==> src/rtl/req_gnt_pkg.sv <==
// Shared types, parameter limits and width helper for the request/grant arbiter.
package req_gnt_pkg;

    typedef enum logic [1:0] {
        IDLE  = 2'd0,
        WAIT  = 2'd1,
        GRANT = 2'd2
    } arb_state_e;

    localparam int NUM_CH_MIN    = 1;
    localparam int NUM_CH_MAX    = 16;
    localparam int GNT_DELAY_MIN = 1;
    localparam int GNT_DELAY_MAX = 15;
    localparam int MAX_HOLD_MIN  = 1;
    localparam int MAX_HOLD_MAX  = 255;

    // Index width that stays at least one bit wide even for a single channel.
    function automatic int idx_w(input int n);
        return (n <= 1) ? 1 : $clog2(n);
    endfunction

endpackage

==> src/rtl/rr_pick.sv <==
// Combinational round-robin picker: first set request at or above ptr, wrapping modulo NUM_CH.
module rr_pick
    import req_gnt_pkg::*;
#(
    parameter int NUM_CH = 4
) (
    input  logic [NUM_CH-1:0]         req,
    input  logic [idx_w(NUM_CH)-1:0]  ptr,
    output logic [idx_w(NUM_CH)-1:0]  idx,
    output logic                      valid
);

    localparam int IW = idx_w(NUM_CH);

    logic [NUM_CH-1:0] hit;
    logic [IW-1:0]     cand [NUM_CH];

    for (genvar gi = 0; gi < NUM_CH; gi++) begin : g_cand
        logic [IW:0] sum;
        assign sum       = {1'b0, ptr} + (IW+1)'(gi);
        assign cand[gi]  = (sum >= (IW+1)'(NUM_CH)) ? IW'(sum - (IW+1)'(NUM_CH)) : sum[IW-1:0];
        assign hit[gi]   = req[cand[gi]];
    end

    // Scan from the farthest offset down so the nearest hit to ptr wins.
    always_comb begin
        idx   = '0;
        valid = 1'b0;
        for (int i = NUM_CH - 1; i >= 0; i--) begin
            if (hit[i]) begin
                idx   = cand[i];
                valid = 1'b1;
            end
        end
    end

endmodule

==> src/rtl/req_gnt_arbiter.sv <==
// Multi-channel request/grant arbiter: round-robin winner selection, programmable
// grant latency and a bounded hold time that force-releases a greedy winner.
module req_gnt_arbiter
    import req_gnt_pkg::*;
#(
    parameter int NUM_CH    = 4,
    parameter int GNT_DELAY = 1,
    parameter int MAX_HOLD  = 8
) (
    input  logic                      clk,
    input  logic                      rst,
    input  logic [NUM_CH-1:0]         req,
    output logic [NUM_CH-1:0]         gnt,
    output logic [idx_w(NUM_CH)-1:0]  gnt_id,
    output logic                      busy,
    output logic                      hold_err
);

    localparam int IW = idx_w(NUM_CH);

    if (NUM_CH < NUM_CH_MIN || NUM_CH > NUM_CH_MAX) begin : g_bad_num_ch
        $error("req_gnt_arbiter: NUM_CH out of range");
    end
    if (GNT_DELAY < GNT_DELAY_MIN || GNT_DELAY > GNT_DELAY_MAX) begin : g_bad_delay
        $error("req_gnt_arbiter: GNT_DELAY out of range");
    end
    if (MAX_HOLD < MAX_HOLD_MIN || MAX_HOLD > MAX_HOLD_MAX) begin : g_bad_hold
        $error("req_gnt_arbiter: MAX_HOLD out of range");
    end

    arb_state_e         state_q, state_d;
    logic [IW-1:0]      winner_q, winner_d;
    logic [IW-1:0]      ptr_q, ptr_d;
    logic [3:0]         dly_cnt_q, dly_cnt_d;
    logic [7:0]         hold_cnt_q, hold_cnt_d;
    logic [NUM_CH-1:0]  gnt_q, gnt_d;
    logic               busy_q, busy_d;
    logic               hold_err_q, hold_err_d;

    logic [IW-1:0]      pick_idx;
    logic               pick_valid;
    logic [IW-1:0]      ptr_next;

    rr_pick #(.NUM_CH(NUM_CH)) u_pick (
        .req   (req),
        .ptr   (ptr_q),
        .idx   (pick_idx),
        .valid (pick_valid)
    );

    assign ptr_next = (winner_q == IW'(NUM_CH - 1)) ? '0 : winner_q + IW'(1);

    always_comb begin
        state_d    = state_q;
        winner_d   = winner_q;
        ptr_d      = ptr_q;
        dly_cnt_d  = dly_cnt_q;
        hold_cnt_d = hold_cnt_q;
        hold_err_d = 1'b0;
        case (state_q)
            IDLE: begin
                if (pick_valid) begin
                    winner_d   = pick_idx;
                    hold_cnt_d = '0;
                    if (GNT_DELAY == 1) begin
                        state_d = GRANT;
                    end else begin
                        state_d   = WAIT;
                        dly_cnt_d = 4'(GNT_DELAY - 1);
                    end
                end
            end
            WAIT: begin
                // A withdrawn request aborts without touching ptr.
                if (!req[winner_q]) begin
                    state_d   = IDLE;
                    dly_cnt_d = '0;
                end else if (dly_cnt_q <= 4'd1) begin
                    state_d   = GRANT;
                    dly_cnt_d = '0;
                end else begin
                    dly_cnt_d = dly_cnt_q - 4'd1;
                end
            end
            GRANT: begin
                // Release takes priority over the hold limit, so no hold_err then.
                if (!req[winner_q]) begin
                    state_d    = IDLE;
                    ptr_d      = ptr_next;
                    hold_cnt_d = '0;
                end else if (hold_cnt_q == 8'(MAX_HOLD - 1)) begin
                    state_d    = IDLE;
                    ptr_d      = ptr_next;
                    hold_cnt_d = '0;
                    hold_err_d = 1'b1;
                end else begin
                    hold_cnt_d = hold_cnt_q + 8'd1;
                end
            end
            default: state_d = IDLE;
        endcase

        gnt_d = '0;
        if (state_d == GRANT) begin
            gnt_d[winner_d] = 1'b1;
        end
        busy_d = (state_d != IDLE);
    end

    always_ff @(posedge clk or posedge rst) begin
        if (rst) begin
            state_q    <= IDLE;
            winner_q   <= '0;
            ptr_q      <= '0;
            dly_cnt_q  <= '0;
            hold_cnt_q <= '0;
            gnt_q      <= '0;
            busy_q     <= 1'b0;
            hold_err_q <= 1'b0;
        end else begin
            state_q    <= state_d;
            winner_q   <= winner_d;
            ptr_q      <= ptr_d;
            dly_cnt_q  <= dly_cnt_d;
            hold_cnt_q <= hold_cnt_d;
            gnt_q      <= gnt_d;
            busy_q     <= busy_d;
            hold_err_q <= hold_err_d;
        end
    end

    assign gnt      = gnt_q;
    assign gnt_id   = winner_q;
    assign busy     = busy_q;
    assign hold_err = hold_err_q;

`ifndef SYNTHESIS
    // Request history: entry i holds req as sampled i+1 edges ago.
    logic [NUM_CH-1:0] req_hist_q [GNT_DELAY];
    logic              hist_ok;

    always_ff @(posedge clk) begin
        req_hist_q[0] <= req;
        for (int i = 1; i < GNT_DELAY; i++) begin
            req_hist_q[i] <= req_hist_q[i-1];
        end
    end

    always_comb begin
        hist_ok = 1'b1;
        for (int i = 0; i < GNT_DELAY; i++) begin
            hist_ok = hist_ok & req_hist_q[i][gnt_id];
        end
    end

    a_gnt_onehot0: assert property (@(posedge clk) disable iff (rst) $onehot0(gnt));
    a_gnt_has_req: assert property (@(posedge clk) disable iff (rst) $rose(|gnt) |-> hist_ok);
    a_hold_bound:  assert property (@(posedge clk) disable iff (rst)
                                    (state_q == GRANT) |-> (hold_cnt_q < 8'(MAX_HOLD)));

    if (GNT_DELAY == 1) begin : g_fast_latency
        a_req_to_gnt: assert property (@(posedge clk) disable iff (rst)
                                       (state_q == IDLE && (|req)) |=> (|gnt));
    end
`endif

endmodule

==> config.mk <==
export PLATFORM = sky130hd
export DESIGN_NAME = req_gnt_arbiter
export DESIGN_NICKNAME = d
export VERILOG_FILES = /design/src/rtl/req_gnt_pkg.sv /design/src/rtl/rr_pick.sv /design/src/rtl/req_gnt_arbiter.sv
export SDC_FILE = /design/constraint.sdc
export NUM_CORES = 1
export LEC_CHECK = 0
export CELL_PAD_IN_SITES_DETAIL_PLACEMENT = 0
export CELL_PAD_IN_SITES_GLOBAL_PLACEMENT = 1
export CORE_ASPECT_RATIO = 0.6
export CORE_MARGIN = 2
export CORE_UTILIZATION = 46
export DETAILED_ROUTE_END_ITERATION = 12
export PLACE_DENSITY_LB_ADDON = 0.1
export SLEW_MARGIN = 0
export SYNTH_ARGS = -nofsm -noshare
export SYNTH_HDL_FRONTEND = slang
export SYNTH_HIERARCHICAL = 1
export SYNTH_SLANG_ARGS = --single-unit
==> constraint.sdc <==
create_clock -name clk -period 3.74 [get_ports clk]
set_input_delay 0.748 -clock clk [delete_from_list [all_inputs] [get_ports clk]]
set_output_delay 0.748 -clock clk [all_outputs]
set_load 0.02 [all_outputs]
==> results.md, run 1 <==
- Status: completed
- Layout cell share with drive strength beyond 1: between 10 and 15%
- Maximum fanout along the worst path: 5
- Crit-path slowest cell: nor3b_1
- Post-synth top area cell: dfrtp_1
- Share of the synthesized area in the top cell type: 47.4%
- Die H: 44.6 um
- Area of the multi-input gates: about 600 um^2
- H-tree depth: 1
- Synth Area in Adders: 3.95%
- Antenna violations before repair: 0
- Nets: 150
- DP Wirelength: around 1800 um
- Distinct cells, synth: 37
- Synthesized instance count: 124
- Core Region: 2560 um^2
- GR Util All Layers: 18.2%
- Commonest non-fill, non-tap cell in the layout: dfrtp_1
- Cell Area, Synth: 1270 um^2
- Ys flop type: dfrtp_1
- Clock sinks: 24
- Seq cells post-synth: 24
- Largest family of logic cells by synthesized area: simple AND/OR/NAND/NOR gates
- RSZ-0062 raised after global routing: false
- Fill cells: 216
- Hold Buf Count CTS: 0
- Post-route DRC: 0
- Critical Path Max Stage Delay: 0.59 ns
- Clock buffer count from CTS: 3
- Sequential element share of the synthesized area: 47.4%
- Routed wire length per instance: 14.5 um
- DIE WIDTH: 71.7 um
- Routed Antenna Nets: 0
- Power per standard cell area: around 670 nW/um^2
- GP Congestion: 0.757
- Largest net degree at the start of global routing: 25
- Yosys warning count: 6
- Finished Cell Area: 1500 um^2
- Fraction of synthesized area in multiplexers: around 6.5%
- Final period util: between 60% and 70%
- Setup TNS: 0 ns
- Site Rows: 14
- Worst slew pin tran: a little over 0.9 ns
- Critical path class: input pin to flop
- Via count: 957
- Share of flip-flops with an asynchronous set or reset: 100%
- CTS resizes: 0
- GR Overflow Total: 0
- IO Port Bufs: 13
- Die area: 3200 um^2
- Register Area: 601 um^2
- DRT Pass-1 Iters: 4
- Max Cap Viol: 0
- Final setup fails: 0
- Top cells by area, synth: dfrtp_1 47%, ha_1 4.0%, nand2_1 3.9%, nand3_1 3.2%, o21ai_0 2.8%
- Post-DR vias/cell: 5.60
- CP required: 3.92 ns
- Highest Clock Rate: 0.393 GHz
- Peak supply drop: 0.425 mV
- Vias in the first global route: roughly 890
- Worst Skew: 0.00195 ns
- Syn-to-layout area delta: 18.5%
- Deepest clock path buffer count: 2
- Crit path DAT: 2.73 ns
- Compound-Gate Fraction of Synth Area: 12.9%
- DR top layer: met4
- WL met3: between 100 and 150 um
- Clock Latency Late Sink: 0.27 ns
- Minimum clock period: 2.54 ns
- Crit path cell chain: clkdlybuf4s50_1, nor2_1, nand2_1, nor3b_1, mux2i_1, inv_1, nor3_1
- Wire length on met1: 1340 um
- Syn avg cell area: 10.2 um^2
- Final Hold Violating Endpoints: 0
- Initial drt markers: between 50 and 60
- IO Pins: 14
- Type of the worst min-delay path: flop to flop
- Simple-gate area share of the yosys netlist: 23.9%
- Met2 WL: 1010 um
- Dpl cell area: 1430 um^2
- CP endpoint kind: flop
- Max-slew violations: 0
- Number of synthesized flops with an enable pin: 0
- Final wirelength: around 2500 um
- Startpoint types: input pin
- Starting Density: 49.5%
- P_leak: 0.738 nW
- Post-CTS setup buffer count: 0
- Synth Net Count: 134
- Ant diodes: 0
- First-pass GRT wire length: about 4300 um
- CTS root buf: clkbuf_8
- Xor and xnor area share after synthesis: 1.38%
- Slew margin rel.: 39.1%
- Most frequent cells in the layout: 24 x dfrtp_1, 13 x nand2_1, 13 x clkdlybuf4s50_1, 9 x nor2_1, 9 x inv_1
- Register clock-pin slew on the reported worst setup and hold paths: 0.08 ns
- CTS tree: yes
==> state kept, by name (all words and copies together), names as in the netlist <==
signal      count
hold_cnt_q      8
dly_cnt_q       4
state_q         2
hold_err        1
ptr_q           2
gnt_id          2
gnt             4
busy            1
==> critical path: cells and delay by family <==
kind	cells	cell delay, ns
AND/OR/NAND/NOR	4	0.97
buffers and inverters	2	0.65
multiplexers	1	0.37
==> report_power, final <==
group	switching (mW)	internal (mW)	leakage (nW)	total (mW)
logic	0.202	0.192	0.395	0.394
clock network	0.0830	0.143	0.0357	0.226
registers	0.0604	0.319	0.307	0.380
==> routing by layer <==
layer  up-vias  global-route usage, %
met5         -                      0
met2        21                   26.3
met4         0                   6.04
li1        468                      -
met1       466                   25.7
met3         2                   6.38
==> cell type report <==
class | count | area share [%]
multi-input cells | 88 | 41.1
flip-flops and latches | 24 | 40.0
repair buffers | 14 | 9.17
clock buffers | 3 | 2.75
well taps | 32 | 2.67
inverters | 9 | 2.25
clock inverters | 1 | 2.00
==> kinds of logic (layout without fill, tap and decap cells) <==
family | after synthesis | in the layout
muxes | 6 | 6
AOI/OAI and AO/OA | 24 | 24
DFF | 24 | 24
adders and majority gates | 4 | 4
and+or+nand+nor | 52 | 52
buffers and inverters | 12 | 27
xor gates and xnor gates | 2 | 2
==> cells in the mapped netlist (3+ instances only) <==
library cell  count
dfrtp_1          24
nand2_1          13
inv_1             9
nor2_1            9
nand3_1           8
o21ai_0           7
ha_1              4
nor3_1            4
a21oi_1           3
a31oi_1           3
mux2i_1           3
nand2b_1          3
nor2b_1           3
==> through the flow <==
| stage | setup WS [ns] | utilization [%] | power, mW | hold WS, ns | std cells |
|---|---|---|---|---|---|
| after detailed placement | 0.893 | 55.9 | 0.778 | 0.522 | 167 |
| after CTS | 1.17 | 58.7 | 1.01 | 0.536 | 171 |
| final | 1.20 | 58.7 | 1.00 | 0.538 | 171 |
| after global placement | 0.944 | 55.9 | 0.771 | 0.508 | 167 |
| after global routing | 1.00 | 58.7 | 1.07 | 0.555 | 171 |
| after floorplan | 1.76 | - | 0.650 | 0.483 | 124 |
==> final timing paths <==
| check | from | endpoint | slack (ns) | cells after the start |
|---|---|---|---|---|
| setup / recovery | req[3] | gnt[0] | 1.20 | 7 |
| hold / removal | dly_cnt_q[2] | dly_cnt_q[2] | 0.54 | 1 |
| setup reg to reg | gnt_id[0] | gnt[3] | 1.71 | 5 |
| hold reg to reg | dly_cnt_q[2] | dly_cnt_q[2] | 0.54 | 1 |
| max in group asynchronous | rst | hold_cnt_q[7] | 2.21 | 2 |
| min in group asynchronous | rst | busy | 0.98 | 2 |
(Power assumes the default switching activity.)
==> run 2: changes to the inputs <==
--- a/config.mk
+++ b/config.mk
@@ -9,7 +9,7 @@
 export CELL_PAD_IN_SITES_GLOBAL_PLACEMENT = 1
 export CORE_ASPECT_RATIO = 0.6
 export CORE_MARGIN = 2
-export CORE_UTILIZATION = 46
+export CORE_UTILIZATION = 43
 export DETAILED_ROUTE_END_ITERATION = 12
 export PLACE_DENSITY_LB_ADDON = 0.1
 export SLEW_MARGIN = 0
==> constraint.sdc (replaced) <==
create_clock -name clk -period 2.7 [get_ports clk]
set_input_delay 0.54 -clock clk [delete_from_list [all_inputs] [get_ports clk]]
set_output_delay 0.54 -clock clk [all_outputs]
set_load 0.02 [all_outputs]
==> results.md, run 2 (synthesized netlist as in run 1, its figures left out) <==
- Core Region: 2830 um^2 (was 2560 um^2)
- Vias in the first global route: 907 (was 892)
- Clock sinks: 24 (unchanged)
- Site Rows: 15 (was 14)
- Comb pwr share: 42.1% (was 39.4%)
- Sw Ratio: 35.9% (was 34.6%)
- H-tree depth: 1 (unchanged)
- Register clock-pin slew on the reported worst setup and hold paths: 0.08 ns (about the same)
- WHS: 0.533 ns (was 0.538 ns)
- Max Cap Viol: 0 (unchanged)
- Placed cells: 179 (was 167)
- Max FFs per register: 8 (unchanged)
- Switching power: 0.475 mW (was 0.345 mW)
- Initial drt markers: 86 (was 55)
- CP required: 2.83 ns (was 3.92 ns)
- P_leak: 0.741 nW (was 0.738 nW)
- Worst slew pin tran: 0.346 ns (was 0.912 ns)
- Commonest non-fill, non-tap cell in the layout: dfrtp_1 (unchanged)
- CTS tree: yes (unchanged)
- CP endpoint kind: flop (unchanged)
- Power per standard cell area: 875 nW/um^2 (was 666 nW/um^2)
- Slew margin rel.: 76.9% (was 39.1%)
- First-pass GRT wire length: 4430 um (was 4280 um)
- CTS resizes: 0 (unchanged)
- Non-Filler Instances: 183 (was 171)
- Final wirelength: 2500 um (was 2480 um)
- Clock share of power: 18.0% (was 22.6%)
- Via count: 941 (was 957)
- Starting Density: 44.7% (was 49.5%)
- Post-DR vias/cell: 5.14 (was 5.60)
- Final period util: roughly 85%
- Share of power burned in registers: 40.0% (was 38.0%)
- P_int: 0.848 mW (was 0.654 mW)
- GR Overflow Total: 0 (unchanged)
- Clock buffer count from CTS: 3 (unchanged)
- Routed wire length per instance: 13.7 um (was 14.5 um)
- Minimum clock period: 2.29 ns
- Routed Antenna Nets: 0 (unchanged)
- Final Hold Violating Endpoints: 0 (unchanged)
- Hold Buf Count CTS: 0 (unchanged)
- Setup TNS: 0 ns (unchanged)
- IO Port Bufs: 13 (unchanged)
- Buffers and inverters on the worst path: 2 (unchanged)
- Fill cells: 260 (was 216)
- Type of the worst min-delay path: flop to flop (unchanged)
- Status: completed (unchanged)
- DRT Pass-1 Iters: 4 (unchanged)
- Crit path cell chain: clkdlybuf4s50_1, mux4_2, nor3b_2, buf_4, a211oi_2, nor3_1 (was clkdlybuf4s50_1, nor2_1, nand2_1, nor3b_1, mux2i_1, inv_1, nor3_1)
- RSZ-0062 raised after global routing: false (unchanged)
- Die H: 46.0 um (was 44.6 um)
- GR Util All Layers: 17.6% (was 18.2%)
- Final setup fails: 0 (unchanged)
- Deepest clock path buffer count: 2 (unchanged)
- Critical Path Max Stage Delay: 0.56 ns (was 0.59 ns)
- Post-CTS setup buffer count: 0 (unchanged)
- Crit path DAT: 2.43 ns (was 2.73 ns)
- Cell family contributing the most delay on the critical path: buffers and inverters (was simple AND/OR/NAND/NOR gates)
- Layout cell share with drive strength beyond 1: 12.1% (was 10.8%)
- Critical path class: input pin to flop (unchanged)
- Max-slew violations: 0 (unchanged)
- Most frequent cells in the layout: 24 x dfrtp_1, 13 x nand2_1, 13 x clkdlybuf4s50_1, 9 x nor2_1, 9 x inv_1 (unchanged)
- IO Pins: 14 (unchanged)
- Crit-path slowest cell: mux4_2 (was nor3b_1)
- Maximum fanout along the worst path: 12 (was 5)
- Die area: 3410 um^2 (was 3200 um^2)
- Post-route DRC: 0 (unchanged)
- Syn-to-layout area delta: 19.4% (was 18.5%)
- Peak supply drop: 0.595 mV (was 0.425 mV)
- Startpoint types: input pin (unchanged)
- Antenna violations before repair: 0 (unchanged)
- GP Congestion: 0.782 (was 0.757)
- Reg with most FFs: hold_cnt_q (unchanged)
- Highest Clock Rate: 0.436 GHz
- DP Wirelength: 1880 um (was 1830 um)
- Worst Skew: 0.00373 ns (was 0.00195 ns)
- Nets: 152 (was 150)
- DIE WIDTH: 74.1 um (was 71.7 um)
- Clock Latency Late Sink: 0.26 ns (was 0.27 ns)
- Largest net degree at the start of global routing: 25 (unchanged)
- CTS root buf: clkbuf_8 (unchanged)
- Ant diodes: 0 (unchanged)
[run 2: cell types whose count changed in the layout (fill, tap and decap cells not counted), sizes merged]
cell / previous run / this run
clkbuf: 3 / 4
buf: 1 / 3
bufinv: 1 / 0
[run 2: layout make-up]
cell class | instances | area, um^2 | share of cell area [%]
Timing Repair Buffer | 16 | 153 | 10.1
Sequential cell | 24 | 601 | 39.7
Tap cell | 42 | 52.6 | 3.48
Multi-Input combinational cell | 88 | 617 | 40.8
Inverter | 9 | 33.8 | 2.24
Clock buffer | 4 | 55.1 | 3.64
[run 2: per-layer routing]
metal,track usage [%],up-vias,routed length [um]
met5,0,-,0
met4,2.18,0,17
met3,4.87,2,94
met2,25.5,17,979
met1,26.7,446,1410
li1,-,476,-
[run 2: final timing paths]
check | startpoint | endpoint | slack [ns] | cells past startpoint
setup / recovery | req[3] | gnt[1] | 0.41 | 6
setup reg to reg | gnt_id[0] | gnt[1] | 0.66 | 5
hold reg to reg | dly_cnt_q[2] | dly_cnt_q[2] | 0.53 | 1
min in group asynchronous | rst | hold_cnt_q[4] | 0.63 | 3
max in group asynchronous | rst | hold_cnt_q[7] | 1.84 | 3
hold / removal | dly_cnt_q[2] | dly_cnt_q[2] | 0.53 | 1
[run 2: worst register-to-register path: stages, from the launching register on]
cell and delay (ns):
dfrtp_1 0.46, mux4_2 0.60, nor3b_2 0.18, buf_4 0.18
a211oi_2 0.37, nor3_1 0.12
[run 2: power groups by stage]
stage / sequential, mW / clock, mW / combinational, mW
final: 0.529 / 0.238 / 0.556
after global routing: 0.544 / 0.261 / 0.618
after CTS: 0.528 / 0.246 / 0.559
after detailed placement: 0.532 / 0 / 0.553
after global placement: 0.530 / 0 / 0.549
after floorplan: 0.565 / 0 / 0.335
[run 2: per-stage QoR]
stage               power [mW]  utilization, %  setup WS, ns  cell area, um^2
global placement          1.08            51.4         0.202             1460
global route              1.42            53.3         0.290             1510
finish                    1.32            53.3         0.407             1510
detailed placement        1.09            51.4         0.126             1460
floorplan                0.900               -         0.880             1270
CTS                       1.33            53.3         0.406             1510
==> run 3: changes to the inputs <==
--- a/config.mk
+++ b/config.mk
@@ -9,7 +9,7 @@
 export CELL_PAD_IN_SITES_GLOBAL_PLACEMENT = 1
 export CORE_ASPECT_RATIO = 0.6
 export CORE_MARGIN = 2
-export CORE_UTILIZATION = 43
+export CORE_UTILIZATION = 39
 export DETAILED_ROUTE_END_ITERATION = 12
 export PLACE_DENSITY_LB_ADDON = 0.1
 export SLEW_MARGIN = 0
==> constraint.sdc (replaced) <==
create_clock -name clk -period 1.87 [get_ports clk]
set_input_delay 0.374 -clock clk [delete_from_list [all_inputs] [get_ports clk]]
set_output_delay 0.374 -clock clk [all_outputs]
set_load 0.02 [all_outputs]
==> results.md, run 3 (synthesized netlist as in run 1, its figures left out) <==
- Startpoint types: input pin (unchanged)
- Post-route DRC: 0 (unchanged)
- Routed wire length per instance: 13.6 um (was 13.7 um)
- Setup TNS: 0 ns (unchanged)
- Maximum fanout along the worst path: 5 (was 12)
- Final Hold Violating Endpoints: 0 (unchanged)
- Status: completed (unchanged)
- Dpl cell area: 1560 um^2 (was 1460 um^2)
- Commonest non-fill, non-tap cell in the layout: dfrtp_1 (unchanged)
- P_leak: 0.854 nW (was 0.741 nW)
- Final setup fails: 0 (unchanged)
- Minimum clock period: 1.83 ns
- Fill cells: 256 (was 260)
- Clock Latency Late Sink: 0.27 ns (was 0.26 ns)
- Placed cells: 193 (was 179)
- IO Pins: 14 (unchanged)
- Finished Cell Area: 1730 um^2 (was 1510 um^2)
- GP Congestion: 0.803 (was 0.782)
- Hold Buf Count CTS: 0 (unchanged)
- Antenna violations before repair: 0 (unchanged)
- Syn-to-layout area delta: 36.4% (was 19.4%)
- CTS root buf: clkbuf_8 (unchanged)
- Deepest clock path buffer count: 2 (unchanged)
- Critical Path Max Stage Delay: 0.51 ns (was 0.56 ns)
- Die area: 3730 um^2 (was 3410 um^2)
- GR Overflow Total: 0 (unchanged)
- DRT Pass-1 Iters: 4 (unchanged)
- Worst Skew: 0.00594 ns (was 0.00373 ns)
- First-pass GRT wire length: 4370 um (was 4430 um)
- Vias in the first global route: 906 (was 907)
- Core Region: 2980 um^2 (was 2830 um^2)
- Buffers and inverters on the worst path: 1 (was 2)
- Crit-path slowest cell: mux4_2 (unchanged)
- Routed Antenna Nets: 0 (unchanged)
- CP required: 2.02 ns (was 2.83 ns)
- Clock buffer count from CTS: 3 (unchanged)
- CP endpoint kind: flop (unchanged)
- Crit path DAT: 1.98 ns (was 2.43 ns)
- RSZ-0062 raised after global routing: true (was false)
- Via count: 1020 (was 941)
- Type of the worst min-delay path: input pin to async pin (was flop to flop)
- Layout cell share with drive strength beyond 1: 29.3% (was 12.1%)
- Cell family contributing the most delay on the critical path: multiplexers (was buffers and inverters)
- H-tree depth: 1 (unchanged)
- CTS tree: yes (unchanged)
- Reg with most FFs: hold_cnt_q (unchanged)
- Power per standard cell area: 1310 nW/um^2 (was 875 nW/um^2)
- Post-DR vias/cell: 5.13 (was 5.14)
- Ant diodes: 0 (unchanged)
- Largest net degree at the start of global routing: 25 (unchanged)
- DP Wirelength: 2030 um (was 1880 um)
- Final wirelength: 2720 um (was 2500 um)
- Slew margin rel.: 76.0% (was 76.9%)
- Max FFs per register: 8 (unchanged)
- Final period util: 97.7%
- Non-Filler Instances: 199 (was 183)
- GR Util All Layers: 15.8% (was 17.6%)
- Clock sinks: 24 (unchanged)
- Worst reg-to-reg setup slack: 0.12 ns (was 0.66 ns)
- Worst slew pin tran: 0.359 ns (was 0.346 ns)
- Register clock-pin slew on the reported worst setup and hold paths: 0.08 ns (about the same)
- IO Port Bufs: 13 (unchanged)
- DIE WIDTH: 77.6 um (was 74.1 um)
- Most frequent cells in the layout: 23 x dfrtp_1, 19 x buf_4, 13 x nand2_1, 10 x clkdlybuf4s50_1 (was 24 x dfrtp_1, 13 x nand2_1, 13 x clkdlybuf4s50_1, 9 x nor2_1, 9 x inv_1)
- Starting Density: 42.4% (was 44.7%)
- Nets: 168 (was 152)
- Highest Clock Rate: ~0.55 GHz
- Die H: 48.1 um (was 46.0 um)
- Site Rows: 15 (unchanged)
- Max Cap Viol: 0 (unchanged)
- Peak supply drop: 0.937 mV (was 0.595 mV)
- Critical path class: input pin to flop (unchanged)
- Crit path cell chain: clkdlybuf4s50_1, mux4_2, nor3b_4, a211oi_4, nor3_2 (was clkdlybuf4s50_1, mux4_2, nor3b_2, buf_4, a211oi_2, nor3_1)
- Final Total Pwr: 2.26 mW (was 1.32 mW)
- Initial drt markers: 42 (was 86)
- Max-slew violations: 0 (unchanged)
-- run 3: tightest hold or removal path, stage by stage --
cell             delay [ns]
clkdlybuf4s50_1        0.39
inv_1                  0.05
buf_4                  0.29
-- run 3: path summary, 6_finish.rpt --
| path | depth (start not counted) | to | from |
|---|---|---|---|
| worst max-delay path | 5 | gnt[0] | req[2] |
| worst min-delay path | 3 | hold_cnt_q[0] | rst |
| worst max register to register | 6 | gnt[0] | dly_cnt_q[0] |
| worst min register to register | 1 | dly_cnt_q[0] | dly_cnt_q[0] |
| max in group asynchronous | 3 | dly_cnt_q[0] | rst |
| min in group clk | 1 | dly_cnt_q[0] | dly_cnt_q[0] |
-- run 3: final cells by class --
type                       instances  area (um^2)  share of cell area [%]
clock buffer                       3         41.3                    2.39
clock inverter                     1         30.0                    1.74
inverter                           9         33.8                    1.96
multi-input combinational         88          687                    39.8
sequential                        24          602                    34.9
tap                               42         52.6                    3.04
timing repair buffer              32          280                    16.2
-- run 3: layer usage --
layer	up-vias	share of wire [%]	track usage, %
li1	511	-	-
met1	489	53	22.2
met2	18	42	24.9
met3	2	3.9	4.26
met4	0	0.63	4.29
met5	-	0	0
-- run 3: where the power goes --
part / total, mW / switching, mW / internal (mW)
Clock: 0.449 / 0.162 / 0.286
Combinational: 1.06 / 0.514 / 0.548
Sequential: 0.750 / 0.112 / 0.638
Total: 2.26 / 0.789 / 1.47
-- run 3: timing repair --
action,in CTS,in global routing
setup buffers,0,2
resized for setup,0,19
setup endpoints to repair,0,6
-- run 3: stage by stage --
| stage | worst slack (ns) | utilization (%) | hold slack, ns |
|---|---|---|---|
| 2_1_floorplan | 0.0502 | - | 0.389 |
| 3_3_place_gp | -0.207 | 52.3 | 0.508 |
| 3_5_place_dp | -0.292 | 52.3 | 0.517 |
| 4_1_cts | 0.00709 | 54.7 | 0.448 |
| 5_1_grt | -0.00538 | 57.9 | 0.479 |
| 6_report | 0.0430 | 57.9 | 0.436 |
